<file path="config.mk">
export PLATFORM = sky130hd
export DESIGN_NAME = mc_controller
export DESIGN_NICKNAME = d
export VERILOG_FILES = /design/src/rtl/mc_pkg.sv /design/src/rtl/mc_aludec.sv /design/src/rtl/mc_controller.sv
export SDC_FILE = /design/constraint.sdc
export NUM_CORES = 1
export LEC_CHECK = 0
export ABC_AREA = 1
export BUFFER_PORTS_ARGS = -buffer_cell sky130_fd_sc_hd__buf_2
export CAP_MARGIN = 20
export CORE_AREA = 2 2 39 41
export CTS_CLUSTER_DIAMETER = 150
export DETAILED_ROUTE_END_ITERATION = 8
export DIE_AREA = 0 0 41 43
export PLACE_DENSITY = 0.71
export SYNTH_ARGS = -nofsm -noshare
export SYNTH_HDL_FRONTEND = slang
export SYNTH_SLANG_ARGS = --single-unit
</file>
<file path="constraint.sdc">
create_clock -name clk -period 1.4 [get_ports clk]
set_input_delay 0.28 -clock clk [delete_from_list [all_inputs] [get_ports clk]]
set_output_delay 0.28 -clock clk [all_outputs]
set_load 0.02 [all_outputs]
</file>
<file path="src/rtl/mc_pkg.sv">
// mc_pkg: shared definitions for the multicycle MIPS control unit.
//   state_t      - controller state encoding (4 bits, FETCH = 0)
//   OP_*         - opcode field values (instr[31:26])
//   F_*          - R-type funct field values (instr[5:0])
//   ALU_*        - ALU control encodings driven on alucont
package mc_pkg;

  typedef enum logic [3:0] {
    FETCH   = 4'd0,
    DECODE  = 4'd1,
    MEMADR  = 4'd2,
    MEMRD   = 4'd3,
    MEMWB   = 4'd4,
    MEMWR   = 4'd5,
    RTYPEEX = 4'd6,
    RTYPEWB = 4'd7,
    BEQEX   = 4'd8,
    ADDIEX  = 4'd9,
    ADDIWB  = 4'd10,
    JEX     = 4'd11,
    BNEEX   = 4'd12
  } state_t;

  localparam logic [5:0] OP_RTYPE = 6'b000000;
  localparam logic [5:0] OP_LW    = 6'b100011;
  localparam logic [5:0] OP_SW    = 6'b101011;
  localparam logic [5:0] OP_BEQ   = 6'b000100;
  localparam logic [5:0] OP_BNE   = 6'b000101;
  localparam logic [5:0] OP_ADDI  = 6'b001000;
  localparam logic [5:0] OP_J     = 6'b000010;

  localparam logic [5:0] F_ADD = 6'b100000;
  localparam logic [5:0] F_SUB = 6'b100010;
  localparam logic [5:0] F_AND = 6'b100100;
  localparam logic [5:0] F_OR  = 6'b100101;
  localparam logic [5:0] F_SLT = 6'b101010;

  localparam logic [2:0] ALU_ADD = 3'b010;
  localparam logic [2:0] ALU_SUB = 3'b110;
  localparam logic [2:0] ALU_AND = 3'b000;
  localparam logic [2:0] ALU_OR  = 3'b001;
  localparam logic [2:0] ALU_SLT = 3'b111;

endpackage

</file>
<file path="src/rtl/mc_aludec.sv">
// mc_aludec: combinational R-type funct -> ALU control decoder.
// Ports:
//   funct   in  6  function field of the current instruction
//   alucont out 3  ALU operation (ALU_ADD for an unrecognised funct)
//   valid   out 1  1 when funct is one of add/sub/and/or/slt
module mc_aludec
  import mc_pkg::*;
(
  input  logic [5:0] funct,
  output logic [2:0] alucont,
  output logic       valid
);

  always_comb begin
    alucont = ALU_ADD;
    valid   = 1'b1;
    case (funct)
      F_ADD:   alucont = ALU_ADD;
      F_SUB:   alucont = ALU_SUB;
      F_AND:   alucont = ALU_AND;
      F_OR:    alucont = ALU_OR;
      F_SLT:   alucont = ALU_SLT;
      default: valid   = 1'b0;
    endcase
  end

endmodule

</file>
<file path="src/rtl/mc_controller.sv">
// mc_controller: Moore FSM sequencing each MIPS instruction through
// fetch / decode / execute / memory / writeback on the multicycle datapath.
// Ports:
//   clk, reset (async, active-high -> FETCH)
//   op, funct  instruction fields, held stable by the IR after FETCH
//   zero       ALU zero flag, used combinationally for branches
//   pcen, irwrite, memwrite, iord, regwrite, alusrca, alusrcb, memtoreg,
//   regdst, pcsrc, alucont   datapath controls (state-decoded; pcen also
//                            depends on zero)
//   state      current state for debug
// Build option: define MC_BNE_EN to add bne (opcode 000101) via BNEEX.
module mc_controller
  import mc_pkg::*;
(
  input  logic       clk,
  input  logic       reset,
  input  logic [5:0] op,
  input  logic [5:0] funct,
  input  logic       zero,
  output logic       pcen,
  output logic       irwrite,
  output logic       memwrite,
  output logic       iord,
  output logic       regwrite,
  output logic       alusrca,
  output logic [1:0] alusrcb,
  output logic       memtoreg,
  output logic       regdst,
  output logic [1:0] pcsrc,
  output logic [2:0] alucont,
  output logic [3:0] state
);

  state_t     state_q, state_d;
  logic [2:0] rtype_alucont;
  logic       rtype_valid;
  logic       pcwrite;
  logic       branch;
  logic       branch_ne;

  mc_aludec u_aludec (
    .funct   (funct),
    .alucont (rtype_alucont),
    .valid   (rtype_valid)
  );

  // State register
  always_ff @(posedge clk or posedge reset) begin
    if (reset) state_q <= FETCH;
    else       state_q <= state_d;
  end

  // Next-state logic
  always_comb begin
    state_d = FETCH;
    case (state_q)
      FETCH:  state_d = DECODE;
      DECODE: begin
        case (op)
          OP_LW, OP_SW: state_d = MEMADR;
          OP_RTYPE:     state_d = RTYPEEX;
          OP_BEQ:       state_d = BEQEX;
          OP_ADDI:      state_d = ADDIEX;
          OP_J:         state_d = JEX;
`ifdef MC_BNE_EN
          OP_BNE:       state_d = BNEEX;
`endif
          default:      state_d = FETCH;  // unsupported opcode runs as a nop
        endcase
      end
      MEMADR: begin
        if (op == OP_LW)      state_d = MEMRD;
        else if (op == OP_SW) state_d = MEMWR;
        else                  state_d = FETCH;
      end
      MEMRD:   state_d = MEMWB;
      RTYPEEX: state_d = rtype_valid ? RTYPEWB : FETCH;
      ADDIEX:  state_d = ADDIWB;
      default: state_d = FETCH;
    endcase
  end

  // Output decode (pcen is the only output that also looks at zero)
  always_comb begin
    pcwrite   = 1'b0;
    branch    = 1'b0;
    branch_ne = 1'b0;
    irwrite   = 1'b0;
    memwrite  = 1'b0;
    iord      = 1'b0;
    regwrite  = 1'b0;
    alusrca   = 1'b0;
    alusrcb   = 2'b00;
    memtoreg  = 1'b0;
    regdst    = 1'b0;
    pcsrc     = 2'b00;
    alucont   = ALU_ADD;
    case (state_q)
      FETCH: begin
        irwrite = 1'b1;
        pcwrite = 1'b1;
        alusrcb = 2'b01;
        pcsrc   = 2'b01;
      end
      DECODE:  alusrcb = 2'b11;  // latch branch target into aluout
      MEMADR: begin
        alusrca = 1'b1;
        alusrcb = 2'b10;
      end
      MEMRD:   iord = 1'b1;
      MEMWB: begin
        regwrite = 1'b1;
        memtoreg = 1'b1;
      end
      MEMWR: begin
        iord     = 1'b1;
        memwrite = 1'b1;
      end
      RTYPEEX: begin
        alusrca = 1'b1;
        alucont = rtype_alucont;
      end
      RTYPEWB: begin
        regwrite = 1'b1;
        regdst   = 1'b1;
      end
      BEQEX: begin
        alusrca = 1'b1;
        alucont = ALU_SUB;
        branch  = 1'b1;
      end
`ifdef MC_BNE_EN
      BNEEX: begin
        alusrca   = 1'b1;
        alucont   = ALU_SUB;
        branch_ne = 1'b1;
      end
`endif
      ADDIEX: begin
        alusrca = 1'b1;
        alusrcb = 2'b10;
      end
      ADDIWB:  regwrite = 1'b1;
      JEX: begin
        pcwrite = 1'b1;
        pcsrc   = 2'b10;
      end
      default: ;
    endcase
    pcen = pcwrite | (branch & zero) | (branch_ne & ~zero);
  end

  assign state = state_q;

endmodule

</file>
==> results.py, run 1 <==
metrics = {
    "outcome": {
        "status": "finished with violations",
        "violations": "setup timing",
    },
    "synth": {
        "syn_nets": 112,
        "synth_compound_area_frac": 0.0891,
        "synth_cells": 97,
        "yosys.area_share.simple": 0.557,
        "synth_common_cells": "nor2_1, inv_1, nand2_1, nand3_1, o21ai_0",
        "synth_area_um2": 505,
        "synth_fa_ha_area_frac": 0,
        "synth_area_leaders": "nor2_1, dfrtp_1, inv_1",
        "synth_top_cell_by_area": "nor2_1",
        "synth-edff-count": 0,
        "avgSynthCellArea_um2": 5.21,
        "async_flop_share": 1.00,
        "yosysSeqAreaShare": 0.198,
        "synth_seq_cells": 4,
        "yosysMostFrequentCell": "nor2_1",
        "synth_top_family_by_area": "simple AND/OR/NAND/NOR gates",
        "synthXorXnorAreaFrac": 0,
        "synthMuxAreaShare": 0,
        "synthFlopType": "dfrtp_1",
        "yosysUniqueCellTypes": 17,
        "ys_warn_count": 0,
        "yosysTopAreaCellShare": 0.223,
    },
    "final_layout": {
        "largest_reg_flops": 4,
        "stdcell_area_um2": 1040,
        "diodes": 0,
        "drive_gt1_frac": 0.629,
        "area_growth_pct": 105,
        "final_net_count": 168,
        "fillers": 107,
    },
    "sta": {
        "fin_ws_ns": -0.300,
        "finClkSkew_ns": 0.00519,
        "slew_headroom": 0.836,
        "fin_crit_ns": 1.70,
        "grt_setup_unrepaired": "yes",
        "slew_viol_final": 0,
        "max_freq_mhz": 588,
        "post-route-period-util": 1.21,
        "worst_pin_slew_ns": 0.245,
        "hold_viol_final": 0,
        "setup_viol": 16,
    },
    "drt": {
        "first_pass_iters": 4,
        "ant_nets": 0,
        "wl_um": 1850,
        "via_per_inst": 4.67,
        "via_count": 780,
        "drt_iter0_markers": 6,
        "drc": 0,
        "wl_per_cell_um": 11.1,
    },
    "grt": {
        "grt_use_total": 0.202,
        "antenna_found_initial": 0,
        "grt_pass1_vias": 656,
        "grt_pass1_wl_um": 2480,
        "grt_overflow": 0,
        "grt_max_degree": 7,
    },
    "placed_design": {
        "placedInstanceArea_um2": 798,
        "dp_hpwl_um": 1220,
        "place.gp.congestion": 0.821,
        "preCtsSetupSlack_ns": -0.0595,
        "io_buffers": 33,
    },
    "setup_path": {
        "cp-endpoint": "alucont[0]",
        "critPathCaptureType": "output pin",
        "rr_endpoint": "state[0]$_DFF_PP0_",
        "cp_max_fo": 4,
        "reg2reg_from": "state[0]$_DFF_PP0_",
        "critPathKind": "reg2out",
        "worstPathRequired_ns": 1.12,
        "startpoint_type": "flop",
        "crit_path_start": "state[0]$_DFF_PP0_",
        "r2r_cells": 10,
        "r2r_slack_ns": -0.02,
        "worstPathArrival_ns": 1.42,
    },
    "clock_network": {
        "root_buffer": "clkbuf_4",
        "clk_pin_slew_ns": 0.04,
        "cts_max_level": 1,
        "cts_buffer_depth": 2,
        "numCtsBuffers": 3,
        "clock_sinks": 4,
        "cts_tree": "built",
        "insertion_delay_ns": 0.24,
    },
    "pwr": {
        "leakage_uw": 0.000571,
        "powerDensity_nw_per_um2": 1270,
        "ir_worst_vdd_mv": 0.651,
    },
    "floorplanning": {
        "die_y_um": 43,
        "core-area_um2": 1380,
        "fp.dieArea_um2": 1760,
        "rows": 14,
        "start_util": 0.365,
        "num_io_pins": 34,
        "die_width_um": 41,
    },
    "flow_run": {
        "cap_violations": 0,
    },
    "hold_path": {
        "min_path_cells": 4,
        "hold_path.class": "in2reg",
    },
}
worst max-delay path, stage by stage, from the launching register on:
cell     delay, ns
dfrtp_2       0.42
inv_2         0.07
nand2_4       0.05
inv_2         0.05
nand2_2       0.06
or2_4         0.27
o21ai_4       0.12
buf_6         0.13
what timing repair did:
item	CTS	global route
pin swaps	2	8
resized for setup	12	46
setup buffers	1	5
endpoints found under the setup margin	15	19
hold buffers	1	0
hold endpoints to repair	4	0
logic make-up (layout without fill, tap and decap cells):
group / count (synthesis) / after routing
AO/OA/AOI/OAI: 8 / 8
buffers and inverters: 20 / 74
flip-flops: 4 / 4
AND/OR/NAND/NOR: 65 / 65
routing by layer:
layer	vias up	wire (um)	global-route usage	part of all wire
met1	348	728	0.231	0.39
met5	-	0	0	0
met2	22	1050	0.341	0.57
met3	3	51	0.0314	0.028
li1	407	-	-	-
met4	0	21	0.100	0.011
through the flow:
| stage | std cells | hold slack [ns] | total power (uW) | utilization | TNS [ns] |
|---|---|---|---|---|---|
| floorplan | 97 | 0.0461 | 587 | - | -0.108 |
| global placement | 157 | 0.159 | 825 | 0.577 | -0.0705 |
| detailed placement | 157 | 0.162 | 837 | 0.577 | -0.0845 |
| CTS | 162 | 0.369 | 1050 | 0.626 | -2.72 |
| global route | 167 | 0.394 | 1410 | 0.750 | -3.67 |
| finish | 167 | 0.360 | 1320 | 0.750 | -2.68 |
layout by cell type (no fill, tap or decap), types with 4 or more instances in the layout:
cell     netlist  final
buf_2          0     20
buf_4          1     22
buf_6          0      9
dfrtp_2        0      4
inv_1         18     10
inv_2          1      8
nand2_1       16     11
nand2_2        2      4
nand3_1       11      9
nor2_1        30     17
nor2_2         0      9
nor2_4         0      4
power breakdown:
part	switching [uW]	internal, uW	leakage (uW)
Sequential	34.3	145	0.0000474
Combinational	535	457	0.000510
Clock	54.2	96.4	0.0000138
worst min-delay path by stage:
| stage | from | end | slack [ns] |
|---|---|---|---|
| floorplan | reset | state[0]$_DFF_PP0_ | 0.05 |
| detailed placement | reset | state[0]$_DFF_PP0_ | 0.16 |
| finish | op[3] | state[3]$_DFF_PP0_ | 0.36 |
| CTS | op[3] | state[3]$_DFF_PP0_ | 0.37 |
| global placement | reset | state[0]$_DFF_PP0_ | 0.16 |
| global route | op[2] | state[3]$_DFF_PP0_ | 0.39 |
layout make-up:
cell class / count / area (um^2) / area share
Clock buffer: 3 / 22.5 / 0.0217
Inverter: 19 / 73.8 / 0.0712
Multi-Input combinational cell: 73 / 439 / 0.423
Sequential cell: 4 / 105 / 0.101
Tap cell: 16 / 20.0 / 0.0193
Timing Repair Buffer: 52 / 377 / 0.363
Power figures use the tool's default switching activity.
==> inputs of run 2 (changes only) <==
--- a/config.mk
+++ b/config.mk
@@ -12,7 +12,7 @@
 export CTS_CLUSTER_DIAMETER = 150
 export DETAILED_ROUTE_END_ITERATION = 8
 export DIE_AREA = 0 0 41 43
-export PLACE_DENSITY = 0.71
+export PLACE_DENSITY = 0.74
 export SYNTH_ARGS = -nofsm -noshare
 export SYNTH_HDL_FRONTEND = slang
 export SYNTH_SLANG_ARGS = --single-unit
==> results.py, run 2 (synthesized netlist as in run 1, its figures left out) <==
metrics = {
    "outcome": {
        "status": "finished with violations",
        "violations": "setup timing",
    },
    "pwr": {
        "leakage_uw": 0.000610,
        "powerDensity_nw_per_um2": 1320,
        "power_switching_share": 0.482,
        "seq_power_share": 0.126,
        "ir_worst_vdd_mv": 0.768,
        "combPwrFrac": 0.772,
        "clockPowerShare": 0.102,
        "switchingPower_uw": 711,
        "p_int_uw": 764,
    },
    "setup_path": {
        "worstPathRequired_ns": 1.12,
        "critPathKind": "reg2out",
        "cp_max_fo": 4,
        "crit_path_start": "state[0]$_DFF_PP0_",
        "worstPathArrival_ns": 1.48,
        "path_cells": "inv_2, nand2_4, inv_2, nand2_2, or2_4, o21ai_4, buf_6",
        "reg2reg_from": "state[1]$_DFF_PP0_",
        "cpMostUsedCell": "inv_2",
        "cp_slowest_stage_delay_ns": 0.43,
        "critPathCaptureType": "output pin",
        "startpoint_type": "flop",
        "cpMaxStageDelayCell": "dfrtp_2",
    },
    "placed_design": {
        "io_buffers": 33,
        "place.gp.congestion": 0.736,
        "dp_hpwl_um": 1260,
    },
    "final_layout": {
        "largest_reg_flops": 4,
        "final_util": 0.806,
        "most-common-layout-cells": "nor2_1, buf_4, buf_2",
        "diodes": 0,
        "area_growth_pct": 121,
        "final_net_count": 171,
        "drive_gt1_frac": 0.623,
    },
    "floorplanning": {
        "fp.dieArea_um2": 1760,
        "core-area_um2": 1380,
        "start_util": 0.365,
        "die_y_um": 43,
        "num_io_pins": 34,
        "die_width_um": 41,
        "rows": 14,
    },
    "clock_network": {
        "cts_max_level": 1,
        "clk_pin_slew_ns": 0.04,
        "numCtsBuffers": 3,
        "clock_sinks": 4,
        "cts_buffer_depth": 2,
        "insertion_delay_ns": 0.25,
        "cts_tree": "built",
        "root_buffer": "clkbuf_4",
    },
    "sta": {
        "max_freq_mhz": 567,
        "hold_viol_final": 0,
        "slew_headroom": 0.829,
        "setup_tns_ns": -3.66,
        "finClkSkew_ns": 0.00685,
        "fin_crit_ns": 1.76,
        "worst_pin_slew_ns": 0.255,
        "post-route-period-util": 1.26,
        "fin_ws_ns": -0.363,
        "setup_viol": 18,
        "grt_setup_unrepaired": "yes",
        "slew_viol_final": 0,
    },
    "drt": {
        "wl_um": 2320,
        "first_pass_iters": 4,
        "via_count": 871,
        "drt_iter0_markers": 20,
        "ant_nets": 0,
        "via_per_inst": 5.12,
        "drc": 0,
        "wl_per_cell_um": 13.6,
    },
    "grt": {
        "grt_max_degree": 7,
        "grt_use_total": 0.215,
        "antenna_found_initial": 0,
        "grt_pass1_vias": 674,
        "grt_overflow": 0,
        "grt_pass1_wl_um": 2590,
    },
    "hold_path": {
        "hp-start": "op[3]",
        "hold_path.class": "in2reg",
    },
    "flow_run": {
        "cap_violations": 0,
    },
}
## run 2: changes by cell type in the layout (fill, tap and decap cells not counted), sizes merged
| cell | previous run | this run |
|---|---|---|
| buf | 51 | 54 |
## run 2: critical path, delay by kind of cell (launching register included)
family	cells	cell delay, ns
and+or+nand+nor	3	0.39
DFF	1	0.43
buffers and inverters	3	0.28
AOI/OAI and AO/OA	1	0.14
## run 2: per-layer routing
metal  part of all wire  GRT usage
met2               0.55      0.397
met4              0.015      0.100
met1               0.40      0.211
met5                  0          0
met3              0.036     0.0314
## run 2: path summary, 6_finish.rpt
kind / to / slack (ns) / cells past startpoint
setup reg to reg: state[0]$_DFF_PP0_ / -0.11 / 10
setup / recovery: alucont[0] / -0.36 / 7
min in group asynchronous: state[0]$_DFF_PP0_ / 0.46 / 3
max in group asynchronous: state[1]$_DFF_PP0_ / 0.77 / 3
hold / removal: state[3]$_DFF_PP0_ / 0.36 / 4
hold reg to reg: state[2]$_DFF_PP0_ / 0.83 / 5
## run 2: through the flow
stage | total power, uW | hold WS (ns) | setup slack (ns) | instances | cell area (um^2)
2_1_floorplan | 587 | 0.0461 | -0.0657 | 97 | 531
3_3_place_gp | 849 | 0.157 | -0.0663 | 157 | 798
3_5_place_dp | 856 | 0.165 | -0.0828 | 157 | 798
4_1_cts | 1150 | 0.363 | -0.248 | 165 | 950
5_1_grt | 1550 | 0.400 | -0.391 | 170 | 1110
6_report | 1480 | 0.359 | -0.363 | 170 | 1110
## run 2: area by class of cell
class | count | area, um^2
tap | 16 | 20.0
fill | 94 | 269
clock buffer | 3 | 22.5
sequential | 4 | 105
timing repair buffer | 55 | 430
multi-input combinational | 73 | 455
inverter | 19 | 81.3
## run 2: repair_timing
action                     in CTS  in global routing
pin swaps                       2                  5
cloned                          0                  0
gates resized for setup        34                 38
setup endpoints to repair      15                 19
hold buffers                    1                  0
hold endpoints to repair        4                  0
buffers inserted                4                  6
## run 2: power by group through the flow
stage | combinational (uW) | clock [uW] | sequential (uW)
floorplan | 386 | 0 | 202
global placement | 680 | 0 | 169
detailed placement | 686 | 0 | 170
CTS | 835 | 145 | 170
global route | 1200 | 158 | 187
finish | 1140 | 151 | 186
